File: src/rtl/peripheral_clock_responder.sv
// rtl/peripheral_clock_responder.sv - peripheral clock-gate enable/drain sequencer
// Optional drain timeout enabled by PERIPHERAL_CLOCK_RESPONDER_DRAIN_TIMEOUT_EN.
module peripheral_clock_responder #(
  parameter int START_DELAY   = 2,
  parameter int STOP_DELAY    = 2,
  parameter int DRAIN_TIMEOUT = 255,
  parameter int CNT_W         = 8
) (
  input  logic       clock,
  input  logic       async_reset,
  input  logic       node_request,
  input  logic       node_stopping,
  input  logic       peripheral_busy,
  output logic       clock_enable,
  output logic       started,
  output logic       stopped,
  output logic [2:0] responder_state,
  output logic       drain_timeout
);

  typedef enum logic [2:0] {
    OFF          = 3'b000,
    ENABLE_WAIT  = 3'b001,
    ON           = 3'b010,
    DRAIN        = 3'b011,
    DISABLE_WAIT = 3'b100
  } state_t;

  localparam logic [CNT_W-1:0] START_LOAD = CNT_W'(START_DELAY);
  localparam logic [CNT_W-1:0] STOP_LOAD  = CNT_W'(STOP_DELAY);
  localparam logic [CNT_W-1:0] DRAIN_LOAD = CNT_W'(DRAIN_TIMEOUT);

  state_t           state;
  logic [CNT_W-1:0] count;

  assign responder_state = state;

  always_ff @(posedge clock or posedge async_reset) begin
    if (async_reset) begin
      state        <= OFF;
      count        <= '0;
      clock_enable <= 1'b0;
      started      <= 1'b0;
      stopped      <= 1'b0;
`ifdef PERIPHERAL_CLOCK_RESPONDER_DRAIN_TIMEOUT_EN
      drain_timeout <= 1'b0;
`endif
    end else begin
      started <= 1'b0;
      stopped <= 1'b0;
      case (state)
        OFF: begin
          // The node keeps requesting until it sees stopped, so the pulse cycle must not restart.
          if (node_request && !stopped) begin
            state        <= ENABLE_WAIT;
            count        <= START_LOAD;
            clock_enable <= 1'b1;
          end
        end
        ENABLE_WAIT: begin
          if (count == '0) begin
            state   <= ON;
            started <= 1'b1;
          end else begin
            count <= count - 1'b1;
          end
        end
        ON: begin
          if (node_stopping) begin
            state <= DRAIN;
            count <= DRAIN_LOAD;
          end
        end
        DRAIN: begin
          if (!peripheral_busy) begin
            state        <= DISABLE_WAIT;
            count        <= STOP_LOAD;
            clock_enable <= 1'b0;
          end
`ifdef PERIPHERAL_CLOCK_RESPONDER_DRAIN_TIMEOUT_EN
          else if (count == '0) begin
            state         <= DISABLE_WAIT;
            count         <= STOP_LOAD;
            clock_enable  <= 1'b0;
            drain_timeout <= 1'b1;
          end else begin
            count <= count - 1'b1;
          end
`endif
        end
        DISABLE_WAIT: begin
          if (count == '0) begin
            state   <= OFF;
            stopped <= 1'b1;
          end else begin
            count <= count - 1'b1;
          end
        end
        default: begin
          state        <= OFF;
          count        <= '0;
          clock_enable <= 1'b0;
        end
      endcase
    end
  end

`ifndef PERIPHERAL_CLOCK_RESPONDER_DRAIN_TIMEOUT_EN
  assign drain_timeout = 1'b0;
`endif

endmodule

File: config.mk
export PLATFORM = sky130hd
export DESIGN_NAME = peripheral_clock_responder
export DESIGN_NICKNAME = d
export VERILOG_FILES = /design/src/rtl/peripheral_clock_responder.sv
export SDC_FILE = /design/constraint.sdc
export NUM_CORES = 1
export LEC_CHECK = 0
export CAP_MARGIN = 20
export CORE_UTILIZATION = 45
export CTS_BUF_LIST = sky130_fd_sc_hd__clkbuf_8
export CTS_CLUSTER_SIZE = 12
export DETAILED_ROUTE_END_ITERATION = 8
export HOLD_SLACK_MARGIN = 0.1
export PLACE_DENSITY = 0.67
export SYNTH_ARGS = -nofsm -noshare
export SYNTH_HDL_FRONTEND = slang
export SYNTH_SLANG_ARGS = --single-unit
File: constraint.sdc
create_clock -name clock -period 2.6 [get_ports clock]
set_clock_uncertainty 0.15 [all_clocks]
set_input_delay 0.65 -clock clock [delete_from_list [all_inputs] [get_ports clock]]
set_output_delay 0.65 -clock clock [all_outputs]
set_load 0.01 [all_outputs]
==> run summary, run 1 <==
Fmax: 434 MHz
# fillers: 166
Buffers on Ports: 10
CP Data Arrival Time: 1.50 ns
most used flip-flop cell after synthesis: dfrtp_1
RSZ-0062 raised after global routing: no
drt initial violations: 29
PwrDens: 1220 mW/mm2
outcome: complete, no violations
initial core utilization: 0.506
worst r2r dst: count[6]
Reg-to-Reg Start: count[0]
total die area: 0.00221 mm2
DRT Pass-1 Iters: 4
Tcrit/Tclk final: 0.886
Yosys warnings: 0
first-pass GRT wire length: 3.18 mm
static leakage: 0.456 nW
register area share after synthesis: 0.385
WHS: 0.393 ns
CTS root buffer: clkbuf_8
Max Cap Viol: 0
Relative slew margins: 0.659
Post-synth ARST share: 1.00
final setup TNS: 0 ns
DR WL/cell: 14.1 um
Buf/Inv on CP: 1
flop-to-flop setup slack: 0.54 ns
cts hold-fix bufs: 0
Crit. End Element: output port
R2R cell count: 7
hold endpoint: count[7]
total track usage: 0.212
crit-path max FO: 14
final setup violation count: 0
Final nets: 116
row count: 15
# resized after CTS: 0
vias per std cell: 5.74
H-tree levels: 1
layout cell share with drive strength beyond 1: 0.147
final hold vios: 0
GPL Wtd Cong: 0.832
Hold Startpoint: count[7]
CTS buffer count: 3
Crit-path slowest cell: dfrtp_1
Final Routed Wirelength: 1.88 mm
core area: 0.00180 mm2
Clock Tree Buf Depth: 2
post-route ant nets: 0
Syn Nets: 103
worst-path cell chain: clkdlybuf4s50_1
Slew Limit Fails: 0
most common cell after layout, fill and taps aside: dfrtp_1
fin crit period: 2.30 ns
CTS tree: done
Die Y: 47.0 um
Reg clk slew, reported paths: 0.06 ns
Place WS: 0.242 ns
Post-synth EDFFs: 0
Setup Buffers After CTS: 0
Setup WS post-layout: 0.297 ns
antenna violations before repair: 0
ANT cells: 0
crit path launch type: flip-flop
largest net degree at the start of global routing: 15
worst slew pin tran: 0.511 ns
die width: 47.0 um
vias in the first global route: 699
mean post-synth cell area: 9.39 um2
hold path depth: 2
Syn-to-layout area delta: 19.8%
CP peak stage delay: 0.63 ns
IR drop worst, VDD: 672 uV
Post-DP HPWL: 1.41 mm
Syn Std Cell Area: 911 um2
IO Pins: 12
WP data required: 1.80 ns
clk sinks: 14
number of remaining DRC errors: 0
most frequent cells in the layout: dfrtp_1, clkdlybuf4s50_1, inv_1, nor2_1, nand2_1
Yosys reg bits: 14
Cell variety after synth: 46
clock latency on the worst-skew pair: 0.24 ns
Crit Path Class: reg -> out
Vias: 769
Crit path max-delay family: flip-flops
Mapped Cells: 97
Min-Delay Path Class: reg -> reg
GRT overflow: 0
how the worst max path moves through the flow:
stage                                   from                 end  slack (ns)  cells after the start
after floorplan                     count[0]            count[1]        0.64                      6
after global placement         node_stopping            count[0]        0.25                      5
after detailed placement       node_stopping            count[0]        0.24                      5
after CTS                 responder_state[1]  responder_state[1]        0.29                      1
after global routing      responder_state[1]  responder_state[1]        0.22                      1
final                     responder_state[1]  responder_state[1]        0.30                      1
Yosys cell counts (2+ instances only):
| library cell | instances | area [um2] |
|---|---|---|
| buf_2 | 2 | 10.0 |
| nand2_1 | 6 | 22.5 |
| or2_1 | 3 | 18.8 |
| nand3_1 | 2 | 10.0 |
| o22ai_1 | 5 | 31.3 |
| a21oi_1 | 3 | 15.0 |
| inv_1 | 8 | 30.0 |
| dfrtp_1 | 14 | 350 |
| nand2b_1 | 4 | 25.0 |
| a2bb2oi_1 | 2 | 17.5 |
| a211oi_1 | 2 | 15.0 |
| nor3_1 | 2 | 10.0 |
| nor3_2 | 2 | 20.0 |
| nor2_1 | 8 | 30.0 |
| nor2b_1 | 3 | 18.8 |
layout make-up:
class | count | area, um2 | area share
multi-input combinational | 71 | 509 | 0.467
sequential | 14 | 350 | 0.321
timing repair buffer | 12 | 115 | 0.106
clock buffer | 4 | 55.1 | 0.0505
tap | 25 | 31.3 | 0.0287
inverter | 8 | 30.0 | 0.0275
flip-flops by register name, indices dropped and copies added, names as in the netlist:
signal and count:
clock_enable 1, count 8, responder_state 3, started 1, stopped 1
power breakdown:
| group | internal [mW] | total (mW) | switching (mW) |
|---|---|---|---|
| Combinational | 0.349 | 0.681 | 0.331 |
| Sequential | 0.301 | 0.438 | 0.137 |
| Clock | 0.134 | 0.207 | 0.0728 |
| Total | 0.785 | 1.33 | 0.541 |
logic make-up after synthesis:
group | count (synthesis) | share of synthesized area
adder cells (fa/ha/maj) | 1 | 0.0137
buffers and inverters | 12 | 0.0563
other | 1 | 0.00412
multiplexers | 1 | 0.0165
AO/OA/AOI/OAI | 28 | 0.238
flip-flops | 14 | 0.385
AND/OR/NAND/NOR | 38 | 0.268
XOR/XNOR | 2 | 0.0192
stage by stage:
stage	power [mW]	cells	area [um2]	utilization
after detailed placement	1.12	130	1040	0.575
after CTS	1.33	134	1090	0.606
final	1.33	134	1090	0.606
after floorplan	0.938	97	911	-
after global placement	1.11	130	1040	0.575
after global routing	1.44	134	1090	0.606
per-layer routing:
layer / routed length, um / vias to the layer above / track usage
li1: - / 381 / -
met1: 906 / 359 / 0.302
met2: 868 / 27 / 0.306
met3: 97 / 2 / 0.0692
met4: 10 / 0 / 0.0629
met5: 0 / - / 0
Note: power is estimated with default switching activity, not from simulation.
==> run 2, diff against run 1 <==
--- a/config.mk
+++ b/config.mk
@@ -11,7 +11,7 @@
 export CTS_CLUSTER_SIZE = 12
 export DETAILED_ROUTE_END_ITERATION = 8
 export HOLD_SLACK_MARGIN = 0.1
-export PLACE_DENSITY = 0.67
+export PLACE_DENSITY = 0.7
 export SYNTH_ARGS = -nofsm -noshare
 export SYNTH_HDL_FRONTEND = slang
 export SYNTH_SLANG_ARGS = --single-unit
==> constraint.sdc (replaced) <==
create_clock -name clock -period 2.08 [get_ports clock]
set_clock_uncertainty 0.15 [all_clocks]
set_input_delay 0.52 -clock clock [delete_from_list [all_inputs] [get_ports clock]]
set_output_delay 0.52 -clock clock [all_outputs]
set_load 0.01 [all_outputs]
==> run 2 against run 1 <==
Sequential cell count did not move. Utilization increased by 4.7 points. Worst hold slack got worse by 0.0012 ns. Global-route usage rose by 2.3 points. Die area unchanged. Sequential share of layout area is 2.3 points lower. Via count grew 11%. Worst setup slack worse by 0.22 ns. Non-clock buffer count increased by 13.
==> run summary, run 2 (synthesis results as in run 1) <==
DP Cell Count: 143 (+10%)
cts hold-fix bufs: 0 (unchanged)
largest net degree at the start of global routing: 15 (unchanged)
CTS buffer count: 3 (unchanged)
max FFs per register: 8 (unchanged)
IR drop worst, VDD: 718 uV (+6.7%)
Post-Layout Cell Count: 146 (+9.0%)
Max Cap Viol: 0 (unchanged)
final core utilization: 0.652 (+0.0465)
die width: 47.0 um (unchanged)
Min-Delay Path Class: reg -> reg
Fmax: 500 MHz
WP data required: 1.41 ns (-0.39 ns)
initial core utilization: 0.506 (unchanged)
Clock Tree Buf Depth: 2 (unchanged)
Final nets: 129 (+11%)
Post-DP HPWL: 1.64 mm (+16%)
total track usage: 0.235 (+0.0232)
Slew Limit Fails: 0 (unchanged)
DRT Pass-1 Iters: 4 (unchanged)
# resized after CTS: 0 (unchanged)
most frequent cells in the layout: buf_4, dfrtp_1, clkdlybuf4s50_1
final hold vios: 0 (unchanged)
Crit path max-delay family: buffers and inverters
antenna violations before repair: 0 (unchanged)
first-pass GRT wire length: 3.59 mm (+13%)
fin crit period: 2.00 ns
ANT cells: 0 (unchanged)
Crit. End Element: output port
vias per std cell: 5.86 (+2.2%)
PwrDens: 1510 mW/mm2 (+24%)
clk sinks: 14 (unchanged)
crit path launch type: flip-flop
worst slew pin tran: 0.564 ns (+0.0532 ns)
Die Y: 47.0 um (unchanged)
clock latency on the worst-skew pair: 0.24 ns (about the same)
worst-path cell chain: clkdlybuf4s50_1
Vias: 856 (+11%)
most common cell after layout, fill and taps aside: buf_4
Buf/Inv on CP: 1 (unchanged)
Buffers on Ports: 10 (unchanged)
vias in the first global route: 832 (+19%)
Relative slew margins: 0.624 (-0.0355)
Setup Buffers After CTS: 0 (unchanged)
static leakage: 0.513 nW (+13%)
GRT overflow: 0 (unchanged)
CTS tree: done
row count: 15 (unchanged)
Final Routed Wirelength: 2.21 mm (+17%)
drt initial violations: 25 (-14%)
DR WL/cell: 15.1 um (+7.5%)
CP peak stage delay: 0.59 ns (-0.04 ns)
layout cell share with drive strength beyond 1: 0.231 (+0.0846)
Biggest register: count
Syn-to-layout area delta: 29.0%
crit-path max FO: 8 (-6)
CP Data Arrival Time: 1.33 ns (-0.17 ns)
Crit-path slowest cell: clkdlybuf4s50_1
Reg clk slew, reported paths: 0.05 ns (about the same)
outcome: complete, no violations
total die area: 0.00221 mm2 (unchanged)
number of remaining DRC errors: 0 (unchanged)
Tcrit/Tclk final: 0.961
Crit Path Class: reg -> out
IO Pins: 12 (unchanged)
RSZ-0062 raised after global routing: no
H-tree levels: 1 (unchanged)
post-route ant nets: 0 (unchanged)
GPL Wtd Cong: 0.865 (+4.0%)
core area: 0.00180 mm2 (unchanged)
final setup violation count: 0 (unchanged)
CTS root buffer: clkbuf_8
run 2: changes by cell type in the layout (fill, tap and decap cells not counted), sizes merged:
cell	change
buf	+13
clkbuf	-1
run 2: layout make-up:
| type | instances | area [um2] |
|---|---|---|
| timing repair buffer | 25 | 213 |
| multi-input combinational | 71 | 509 |
| tap | 25 | 31.3 |
| inverter | 8 | 30.0 |
| sequential | 14 | 350 |
| clock buffer | 3 | 41.3 |
| fill | 146 | 627 |
run 2: power breakdown:
part	switching, mW	internal (mW)
logic	0.500	0.544
clock network	0.0932	0.128
registers	0.130	0.378
run 2: final timing paths:
kind,startpoint,endpoint,slack (ns),cells past startpoint
min,count[7],count[7],0.39,2
max in group asynchronous,async_reset,count[7],0.92,2
min in group asynchronous,async_reset,count[5],0.49,2
max,responder_state[2],responder_state[2],0.08,1
min reg2reg,count[7],count[7],0.39,2
max reg2reg,count[3],count[5],0.14,4
run 2: through the flow:
step | worst slack (ns) | power [mW] | TNS (ns) | cell area [um2] | hold WS, ns
after CTS | 0.0661 | 1.78 | 0 | 1170 | 0.397
after global placement | -0.0407 | 1.52 | -0.114 | 1130 | 0.379
after detailed placement | -0.0769 | 1.55 | -0.178 | 1130 | 0.388
final | 0.0816 | 1.77 | 0 | 1170 | 0.392
after floorplan | 0.125 | 1.17 | 0 | 911 | 0.259
after global routing | 0.0273 | 1.91 | 0 | 1170 | 0.419
run 2: routing by layer:
layer  vias to the layer above  wire, um  global-route usage  share of wire
li1                        404         -                   -              -
met1                       418      1010               0.299           0.46
met2                        28      1070               0.394           0.48
met3                         6        92              0.0346          0.042
met4                         0        37               0.103          0.017
met5                         -         0                   0              0
==> run 3, diff against run 2 <==
--- a/config.mk
+++ b/config.mk
@@ -11,7 +11,7 @@
 export CTS_CLUSTER_SIZE = 12
 export DETAILED_ROUTE_END_ITERATION = 8
 export HOLD_SLACK_MARGIN = 0.1
-export PLACE_DENSITY = 0.7
+export PLACE_DENSITY = 0.67
 export SYNTH_ARGS = -nofsm -noshare
 export SYNTH_HDL_FRONTEND = slang
 export SYNTH_SLANG_ARGS = --single-unit
==> constraint.sdc (replaced) <==
create_clock -name clock -period 2.4 [get_ports clock]
set_clock_uncertainty 0.15 [all_clocks]
set_input_delay 0.6 -clock clock [delete_from_list [all_inputs] [get_ports clock]]
set_output_delay 0.6 -clock clock [all_outputs]
set_load 0.01 [all_outputs]
==> run 3 against run 2 <==
Critical path depth is the same. Wire length shrank 7.2%. Sequential share of layout area grew 2.3 points. Global-route usage shrank 0.95 points. Final area shrank 7.0%. Largest cell class unchanged. First-iteration DRC count grew 12%.
==> run summary, run 3 (synthesis results as in run 1) <==
outcome: complete, no violations
initial core utilization: 0.506 (unchanged)
max FFs per register: 8 (unchanged)
final setup violation count: 0 (unchanged)
Crit path max-delay family: buffers and inverters
IR drop worst, VDD: 738 uV (+2.9%)
fin crit period: 2.24 ns
IO Pins: 12 (unchanged)
clock latency on the worst-skew pair: 0.24 ns (about the same)
Vias: 822 (-4.0%)
CTS tree: done
row count: 15 (unchanged)
core area: 0.00180 mm2 (unchanged)
Biggest register: count
worst slew pin tran: 0.546 ns (-0.0185 ns)
Crit Path Class: reg -> out
CTS root buffer: clkbuf_8
first-pass GRT wire length: 3.36 mm (-6.5%)
Buffers on Ports: 10 (unchanged)
hold path depth: 1 (-1)
Relative slew margins: 0.636 (+0.0123)
DR WL/cell: 15.2 um (+0.40%)
total track usage: 0.226 (-0.00948)
Post-DP HPWL: 1.48 mm (-9.3%)
Final Routed Wirelength: 2.05 mm (-7.2%)
R2R cell count: 7 (+3)
GPL Wtd Cong: 0.854 (-1.2%)
CP Data Arrival Time: 1.49 ns (+0.16 ns)
CP peak stage delay: 0.63 ns (+0.04 ns)
# fillers: 158 (+8.2%)
Slew Limit Fails: 0 (unchanged)
Max Cap Viol: 0 (unchanged)
worst-path cell chain: clkdlybuf4s50_1
flop-to-flop setup slack: 0.40 ns (+0.26 ns)
RSZ-0062 raised after global routing: no
Storage cell area: 350 um2 (unchanged)
crit path launch type: flip-flop
WHS: 0.408 ns (+0.0158 ns)
Crit path depth: 1 (unchanged)
Syn-to-layout area delta: 19.9%
static leakage: 0.459 nW (-11%)
layout cell share with drive strength beyond 1: 0.155 (-0.0769)
Final nets: 118 (-8.5%)
Fmax: 447 MHz
Tcrit/Tclk final: 0.932
crit-path max FO: 14 (+6)
cts hold-fix bufs: 0 (unchanged)
die width: 47.0 um (unchanged)
GRT overflow: 0 (unchanged)
final setup TNS: 0 ns (unchanged)
PwrDens: 1330 mW/mm2 (-12%)
most frequent cells in the layout: dfrtp_1, clkdlybuf4s50_1, inv_1, nor2_1, nand2_1
Buf/Inv on CP: 1 (unchanged)
CTS buffer count: 3 (unchanged)
ANT cells: 0 (unchanged)
Clock Tree Buf Depth: 2 (unchanged)
post-route ant nets: 0 (unchanged)
number of remaining DRC errors: 0 (unchanged)
largest net degree at the start of global routing: 15 (unchanged)
DRT Pass-1 Iters: 4 (unchanged)
clk sinks: 14 (unchanged)
Reg clk slew, reported paths: 0.05 ns (about the same)
drt initial violations: 28 (+12%)
Crit. End Element: output port
vias per std cell: 6.09 (+3.9%)
H-tree levels: 1 (unchanged)
WP data required: 1.65 ns (+0.24 ns)
Crit-path slowest cell: clkdlybuf4s50_1
Min-Delay Path Class: reg -> reg
Setup Buffers After CTS: 0 (unchanged)
area of the multi-input gates: 509 um2 (unchanged)
# resized after CTS: 0 (unchanged)
final hold vios: 0 (unchanged)
vias in the first global route: 709 (-15%)
antenna violations before repair: 0 (unchanged)
total die area: 0.00221 mm2 (unchanged)
most common cell after layout, fill and taps aside: dfrtp_1
Die Y: 47.0 um (unchanged)
[run 3: worst paths after layout]
check | start | to
worst max-delay path | responder_state[0] | responder_state[0]
worst min-delay path | count[6] | count[6]
worst max register to register | count[0] | count[6]
worst min register to register | count[6] | count[6]
max in group asynchronous | async_reset | count[2]
min in group asynchronous | async_reset | count[5]
[run 3: final cells by class]
type,count,area share
tap,25,0.0286
multi-input combinational,71,0.466
clock buffer,3,0.0378
sequential,14,0.321
inverter,8,0.0275
timing repair buffer,14,0.119
[run 3: per-stage QoR]
| stage | utilization | cell area [um2] | total power [mW] | instances | setup slack (ns) |
|---|---|---|---|---|---|
| floorplan | - | 911 | 1.02 | 97 | 0.445 |
| global placement | 0.583 | 1050 | 1.24 | 132 | 0.0986 |
| detailed placement | 0.583 | 1050 | 1.24 | 132 | 0.108 |
| CTS | 0.606 | 1090 | 1.45 | 135 | 0.151 |
| global route | 0.606 | 1090 | 1.56 | 135 | 0.107 |
| finish | 0.606 | 1090 | 1.46 | 135 | 0.163 |
[run 3: routing by layer]
layer,global-route usage,share of wire,up-vias
met3,0.0346,0.078,7
met1,0.329,0.46,392
li1,-,-,381
met2,0.319,0.43,42
met5,0,0,-
met4,0.120,0.030,0
[run 3: report_power, final]
| part | switching (mW) | leakage [nW] | internal [mW] |
|---|---|---|---|
| Clock | 0.0793 | 0.0216 | 0.111 |
| Sequential | 0.137 | 0.176 | 0.327 |
| Combinational | 0.403 | 0.261 | 0.398 |
| Total | 0.619 | 0.459 | 0.836 |
==> RTL change (config.mk and constraints of run 2) <==
Set the parameter `CNT_W` to 6 (it was 8).
--- a/src/rtl/peripheral_clock_responder.sv
+++ b/src/rtl/peripheral_clock_responder.sv
@@ -4,7 +4,7 @@
   parameter int START_DELAY   = 2,
   parameter int STOP_DELAY    = 2,
   parameter int DRAIN_TIMEOUT = 255,
-  parameter int CNT_W         = 8
+  parameter int CNT_W         = 6
 ) (
   input  logic       clock,
   input  logic       async_reset,
Formal check against the unedited RTL: no difference found for any inputs over 10 cycles, from zero or initial values and one cycle with async_reset high; that may be too few to reach the edited logic, so the function may still have changed.
==> RTL change against run 2 <==
Non-clock buffer count shrank 2; wire length down 3.7%; first-iteration DRC count up 40%; cell area down 6.1%; sequential cell count down 2; critical path type unchanged; critical endpoint is now responder_state[1]; via count shrank 4.7%; total power is 2.1% lower; register-to-register slack got worse by 0.05 ns; worst setup slack worse by 0.044 ns; synthesized area fell by 6.9%; critical path depth stayed put; final cell count is 4.8% lower; core utilization fell by 2.0 points; worst hold slack got worse by 0.033 ns.
==> RTL change: results (changes against run 2) <==
[yosys]
avgSynthCellArea_um2 = 8.93  ; -4.9%
synthAdderAreaFrac_pct = 2.95  ; +1.6 points
yosys.area_share.xor_xnor_pct = 1.03  ; -0.89 points
synth_commonest_cells = dfrtp_1, inv_1, nor2_1, o21ai_0, a21oi_1
synth_nets = 102  ; -0.97%
ys_seq_area_share_pct = 35.4  ; -3.1 points
synth_compound_area_share_pct = 33.6  ; +9.9 points
ys_types = 38  ; -17%
syn_area_um2 = 848  ; -6.9%
synthTopCellsByArea = dfrtp_1, o32ai_1, inv_1
synthMuxAreaShare_pct = 1.18  ; -0.47 points

[power_and_ir_drop]
leakage_nw = 0.480  ; -6.4%
ir_worst_vdd_uv = 1020  ; +42%

[setup_path]
crit_start = responder_state[1]
crit_arrival_ns = 1.37  ; +0.04 ns
cp_max_fo = 14  ; +6
r2r_slack_ns = 0.09  ; -0.05 ns
r2r-start = count[1]

[min_path]
hp-start = clock_enable
hp-class = flip-flop to flip-flop

[finish]
finalNonFillerCells = 139  ; -4.8%
drive_gt1_share_pct = 22.8  ; -0.33 points
nets = 123  ; -4.7%
largest_reg_flops = 6  ; -2
fillers = 154  ; +5.5%

[drt]
dr.pass1.iters = 4  ; unchanged
vias = 816  ; -4.7%
drt_iter0_markers = 35  ; +40%

[placement]
hpwl_um = 1560  ; -4.9%
detailedPlace.worstSlack_ns = -0.113  ; -0.0358 ns

[cts]
ctsRootBufferMaster = clkbuf_8

[sta]
period_minus_slack_ns = 2.04  ; +0.0440 ns
fin_hold_ws_ns = 0.359  ; -0.0327 ns

[run_status]
outcome = finished clean

[global_routing]
grt_pass1_vias = 784  ; -5.8%

==> RTL change: cell count changes in the layout (fill, tap and decap cells not counted), sizes merged, moves of 3 or more <==
cell | before | now
or2 | 3 | 0
a211oi | 3 | 0
o32ai | 0 | 5
nor2 | 9 | 6
nand2 | 6 | 3
o21ai | 1 | 6
o22ai | 5 | 1
==> RTL change: layer usage <==
metal	wire length, µm	vias to the layer above	global-route usage (%)
met5	0	-	0
met4	40	0	13.9
met3	86	5	5.95
met2	986	21	34.9
met1	1010	394	31.3
li1	-	396	-
==> RTL change: cell families after synthesis <==
logic type	after synthesis
xor+xnor	1
simple gates	26
fa+ha+maj	2
flops	12
buf+inv	16
mux	1
compound gates	36
other cells	1
==> RTL change: final timing paths <==
kind	to	depth (start not counted)
worst max-delay path	responder_state[1]	1
worst min-delay path	clock_enable	2
worst max register to register	count[3]	6
worst min register to register	clock_enable	2
max in group asynchronous	responder_state[1]	2
min in group asynchronous	clock_enable	2
==> RTL change: final cells by class <==
type                            instances  area, µm²  area share, %
Tap cell                               25       31.3           2.83
Sequential cell                        12        302           27.3
Inverter                                9       33.8           3.06
Timing Repair Buffer                   23        198           17.9
Clock buffer                            3       41.3           3.74
Multi-Input combinational cell         67        498           45.1
==> RTL change: report_power, final <==
part | switching, mW | internal (mW)
sequential | 0.109 | 0.324
combinational | 0.560 | 0.528
clock | 0.0873 | 0.128
total | 0.756 | 0.980
==> RTL change: metrics by stage <==
stage               setup TNS [ns]  instance area, µm²
finish                           0                1100
detailed placement          -0.533                1040
CTS                              0                1090
floorplan                        0                 848
global route                     0                1100
global placement            -0.418                1040
==> RTL change: repair_timing <==
item | 4_1_cts | 5_1_grt
gates resized for setup | 3 | 4
setup endpoints to repair | 7 | 5
pin swaps | 0 | 1
hold endpoints to repair | 0 | 0
